$ cat config.mk
export PLATFORM = sky130hd
export DESIGN_NAME = shifter_2d_flat
export DESIGN_NICKNAME = d
export VERILOG_FILES = /design/src/rtl/shifter_pkg.sv /design/src/rtl/shifter_2d_if.sv /design/src/rtl/shifter_stage.sv /design/src/rtl/shifter_2d.sv /design/src/flat_wrapper.sv
export SDC_FILE = /design/constraint.sdc
export NUM_CORES = 1
export LEC_CHECK = 0
export BUFFER_PORTS_ARGS = -buffer_cell sky130_fd_sc_hd__buf_2
export CAP_MARGIN = 25
export CORE_MARGIN = 2
export CORE_UTILIZATION = 55
export CTS_BUF_LIST = sky130_fd_sc_hd__clkbuf_16
export CTS_CLUSTER_DIAMETER = 60
export CTS_CLUSTER_SIZE = 12
export DETAILED_ROUTE_END_ITERATION = 8
export PLACE_DENSITY = 0.84
export RECOVER_POWER = 100
export SYNTH_ARGS = -nofsm -noshare
export SYNTH_HDL_FRONTEND = slang
export SYNTH_HIERARCHICAL = 1
export SYNTH_SLANG_ARGS = --single-unit
export TNS_END_PERCENT = 30
$ cat constraint.sdc
create_clock -name clk -period 1.7 [get_ports clk]
set_clock_uncertainty 0.2 [all_clocks]
set_input_delay 0 -clock clk [delete_from_list [all_inputs] [get_ports clk]]
set_output_delay 0 -clock clk [all_outputs]
set_load 0.005 [all_outputs]
$ cat src/rtl/shifter_pkg.sv
// Shared types and default geometry for the enable-gated 2D shift register.
package shifter_pkg;

  localparam int unsigned SHIFT_WIDTH = 8;
  localparam int unsigned SHIFT_DEPTH = 4;

  typedef logic [SHIFT_WIDTH-1:0] word_t;
  typedef word_t [SHIFT_DEPTH-1:0] stage_array_t;

endpackage

$ cat src/rtl/shifter_2d_if.sv
// Data/enable bundle between a producer and the shift-register delay line.
interface shifter_2d_if
  import shifter_pkg::*;
#(
  parameter int unsigned WIDTH = SHIFT_WIDTH
) ();

  logic             enable;
  logic [WIDTH-1:0] es;
  logic [WIDTH-1:0] ss;

  modport master (
    output enable,
    output es,
    input  ss
  );

  modport slave (
    input  enable,
    input  es,
    output ss
  );

endinterface

$ cat src/rtl/shifter_stage.sv
// One WIDTH-bit delay-line stage: synchronous active-low clear, then load enable.
module shifter_stage
  import shifter_pkg::*;
#(
  parameter int unsigned WIDTH = SHIFT_WIDTH
) (
  input  logic             clk,
  input  logic             rst_n,
  input  logic             en,
  input  logic [WIDTH-1:0] d,
  output logic [WIDTH-1:0] q
);

  logic [WIDTH-1:0] data_q;

  // Clear wins over load so a reset edge never captures the incoming word.
  always_ff @(posedge clk) begin
    if (!rst_n) begin
      data_q <= '0;
    end else if (en) begin
      data_q <= d;
    end
  end

  assign q = data_q;

endmodule

$ cat src/rtl/shifter_2d.sv
// Enable-gated DEPTH x WIDTH delay line; SS is the registered output of the last stage.
module shifter_2d
  import shifter_pkg::*;
#(
  parameter int unsigned WIDTH = SHIFT_WIDTH,
  parameter int unsigned DEPTH = SHIFT_DEPTH
) (
  input  logic           clk,
  input  logic           rst_n,
  shifter_2d_if.slave    bus
);

  // chain[0] is the input word; chain[i+1] is the output of stage i.
  logic [DEPTH:0][WIDTH-1:0] chain;

  assign chain[0] = bus.es;

  for (genvar i = 0; i < DEPTH; i++) begin : g_stage
    shifter_stage #(
      .WIDTH (WIDTH)
    ) u_stage (
      .clk   (clk),
      .rst_n (rst_n),
      .en    (bus.enable),
      .d     (chain[i]),
      .q     (chain[i+1])
    );
  end

  assign bus.ss = chain[DEPTH];

endmodule

$ cat src/flat_wrapper.sv
// flat-port wrapper written by rule: the top's interface ports become plain ports
module shifter_2d_flat import shifter_pkg::*;
#(
  parameter int unsigned WIDTH = SHIFT_WIDTH,
  parameter int unsigned DEPTH = SHIFT_DEPTH
)
  (clk, rst_n, bus_enable, bus_es, bus_ss);
  shifter_2d_if #(.WIDTH(WIDTH)) bus_i ();
  input  logic clk;
  input  logic rst_n;
  input wire logic [$bits(bus_i.enable)-1:0] bus_enable;
  input wire logic [$bits(bus_i.es)-1:0] bus_es;
  output wire logic [$bits(bus_i.ss)-1:0] bus_ss;
  assign bus_i.enable = bus_enable;
  assign bus_i.es = bus_es;
  assign bus_ss = bus_i.ss;
  shifter_2d #(.WIDTH(WIDTH), .DEPTH(DEPTH)) u_core (.clk(clk), .rst_n(rst_n), .bus(bus_i));
endmodule
# After elaboration in Yosys (flattened, before gate mapping)
# Index checks and enable logic that the tools add are counted.
[word_totals] elab_cells=4 reg_bits=32 out_inout_bits=8 in_bits=11

# Logic depth before layout (Yosys ltp)
[logic_depth] depth_word=0 ltp_mapped=3 depth_no_buf=2

# Cells and area by module
# Netlist, hierarchy kept.
[modules_own_cells] module="shifter_stage" area_per_inst_um2=301.5 instances=4 cells_per_inst=25 seq_area_each_um2=160.2

# Least setup slack after synthesis
# Ideal clock, no wire load.
[synth_timing] path_kind="flip-flop to flip-flop" start="register u_core/g_stage[3].u_stage/q[0] (netlist name)" end="register u_core.g_stage[3].u_stage.data_q[0]" arrival_ps=457 t_required_ps=1384 path_stages_with_launch=3 synth_period_minus_slack_ps=773 setup_slack_ps=927 path_buffers=0 setup_ps=116 cell_sequence="dfxtp_1 mux2i_1 nor2b_1"
[synth_lines] element="end signal: assignment" line="shifter_stage.sv:19" source="data_q <= '0;"
[synth_lines] element="end signal: assignment" line="shifter_stage.sv:21" source="data_q <= d;"
[synth_lines] element="end: declaration" line="shifter_stage.sv:14" source="logic [WIDTH-1:0] data_q;"

# Final worst setup path
[layout_timing] start="input rst_n" end="register u_core.g_stage[0].u_stage.data_q[0]"
[layout_lines] element="start: declaration" line="flat_wrapper.sv:10" source="input logic rst_n;"
[layout_lines] element="end signal: assignment" line="shifter_stage.sv:19"
[layout_lines] element="end signal: assignment" line="shifter_stage.sv:21"
[layout_lines] element="end: declaration" line="shifter_stage.sv:14"
# No word-level cell between the ends.

==> run summary <==
Global Route Usage Sum -> 0.180
Hold crit path type -> input pin to flop
Combinational fraction of design power -> 0.074
DRC errors left -> 0
Antenna Nets Post-Route -> 0
First-pass detailed-route iteration total -> 4
Critical Path Source Type -> input pin
Sequential element share of the synthesized area -> 0.531
Via-per-instance ratio -> 4.65
Placed inst area -> 0.00131 mm2
Largest register FFs -> 32
Cell variety after synth -> 4
Pwr/cell area -> 1070 mW/mm2
Crit Path Max Fanout -> 32
Vias in the first global route -> 753
Fraction of layout cells with a size suffix above 1 -> 0.167
Total gr overflow -> 0
Most frequent CP cell -> dlygate4sd3_1
Synth Register Bits -> 32
Setup crit end kind -> flop
CTS sink cnt -> 32
Port Buffers -> 18
Maximum clock insertion buffer count -> 2
Die H -> 50.8 um
Mean area per synthesized cell -> 12.1 um2
Fillers -> 129
Worst EP required -> 1.65 ns
DR WL/cell -> 11.7 um
Slowest stage cell, crit path -> dlygate4sd3_1
Worst path arrival time -> 1.52 ns
Top Ports -> 19
Reg clk slew, reported paths -> 0.05 ns
Initial DRC count -> 12
Post-Synthesis Cell Area -> 0.00121 mm2
P_sw -> 0.000335 W
Fin. Hold Viols -> 0
Clk pwr share -> 0.467
Seq pwr share -> 0.459
CP cell instances -> dlygate4sd3_1, clkbuf_4, nor2b_1, dlygate4sd3_1
CTS tree -> yes
Leakage -> 0.720 nW
Maximum operating frequency -> 635 MHz
Post-Syn Nets -> 111
Final Critical Period -> 1.57 ns
Largest net degree at the start of global routing -> 33
Die width -> 50.8 um
Final setup fails -> 0
First-pass GRT wire length -> 3.32 mm
Tcrit/Tclk final -> 0.926
Worst-Margin Slew -> 0.236 ns
H-tree depth -> 2
WL final -> 1.92 mm
CTS root buffer -> clkbuf_16
Setup_tns -> 0 ns
Critical path type -> input pin to flop
Max cap viols -> 0
Total Die Area -> 0.00258 mm2
Status -> completed
Worst hold path depth -> 4
Max Slew Vio Count -> 0
Sw frac -> 0.196
Internal power -> 0.00138 W
Fin area -> 0.00159 mm2
Initial Util -> 0.597
VDD IR max -> 0.870 mV
Worst-Skew Late Latency -> 0.27 ns
Largest stage delay, worst path -> 0.56 ns
Yosys Warn Count -> 6
RSZ-0062 raised after global routing -> no
Final net count -> 148
Row count -> 16
Slew margin rel. -> 0.842
FF-to-FF path depth -> 3
CTS Buf Count -> 5
# diodes -> 0
Cells after Synth -> 100
DR vias -> 768
Core Area -> 0.00202 mm2
Initial antenna violation count -> 0
Area growth, synth to finish -> 32.1%
Final GP Congestion -> 0.685
## area by class of cell
class / count / area (um2) / share of cell area
repair buffers: 34 / 262 / 0.164
clock buffers: 5 / 125 / 0.0786
well taps: 27 / 33.8 / 0.0212
clock inverters: 3 / 11.3 / 0.00707
flip-flops and latches: 32 / 641 / 0.402
multi-input cells: 64 / 520 / 0.327
## synth_stat cells (all sizes together)
cell type	n	share of area
buf	4	0.037
mux2i	32	0.27
dfxtp	32	0.53
nor2b	32	0.17
## power by group through the flow
stage                     combinational, W  clock, W  sequential [W]
after global placement           0.0000941         0        0.000799
after floorplan                  0.0000743         0        0.000797
final                             0.000127  0.000799        0.000786
after global routing              0.000138  0.000869        0.000787
after detailed placement         0.0000971         0        0.000800
after CTS                         0.000125  0.000821        0.000785
## cell usage in the layout (no fill, tap or decap)
| cell | instances |
|---|---|
| buf_12 | 1 |
| clkbuf_16 | 5 |
| mux2i_1 | 32 |
| buf_2 | 16 |
| clkbuf_1 | 1 |
| nor2b_1 | 32 |
| inv_1 | 2 |
| dlygate4sd3_1 | 15 |
| clkinv_1 | 1 |
| clkbuf_4 | 1 |
| dfxtp_1 | 32 |
## stage by stage
stage	utilization	total power, W	hold slack (ns)	worst slack [ns]	cells
3_5_place_dp	0.645	0.000897	0.0664	0.741	142
2_1_floorplan	-	0.000871	-0.0718	0.927	100
5_1_grt	0.788	0.00179	0.102	0.0814	165
3_3_place_gp	0.645	0.000893	0.0580	0.786	142
4_1_cts	0.787	0.00173	0.0855	0.125	165
6_report	0.788	0.00171	0.0927	0.126	165
## kinds of logic (layout without fill, tap and decap cells)
group / after synthesis / after routing / synth area share
buf+inv: 4 / 42 / 0.0373
flops: 32 / 32 / 0.531
simple gates: 32 / 32 / 0.166
mux: 32 / 32 / 0.266
## final timing paths
check / from / endpoint / slack (ns)
max: rst_n / u_core/g_stage[0].u_stage/q[0]$_SDFFE_PN0P_ / 0.13
min: bus_enable / u_core/g_stage[3].u_stage/q[4]$_SDFFE_PN0P_ / 0.09
max reg2reg: u_core/g_stage[0].u_stage/q[0]$_SDFFE_PN0P_ / u_core/g_stage[0].u_stage/q[0]$_SDFFE_PN0P_ / 0.27
min reg2reg: u_core/g_stage[3].u_stage/q[4]$_SDFFE_PN0P_ / u_core/g_stage[3].u_stage/q[4]$_SDFFE_PN0P_ / 0.31
## layer usage
layer	share of wire	GRT usage	vias to the layer above	routed length, um
met5	0	0	-	0
met4	0.0057	0.0946	0	11
met3	0.023	0.0877	2	44
met2	0.50	0.270	11	970
met1	0.47	0.211	351	897
li1	-	-	404	-
## worst max-delay path, delay by kind of cell
| kind | cells | cell delay [ns] |
|---|---|---|
| buffers and inverters | 3 | 1.33 |
| and+or+nand+nor | 1 | 0.18 |
## repair_timing
action                     4_1_cts  5_1_grt
setup endpoints to repair        0        1
hold buffers                    15        0
buffers inserted                 0        0
resized for setup                0        1
hold endpoints to repair        28        0
Note: power is estimated with default switching activity, not from simulation.
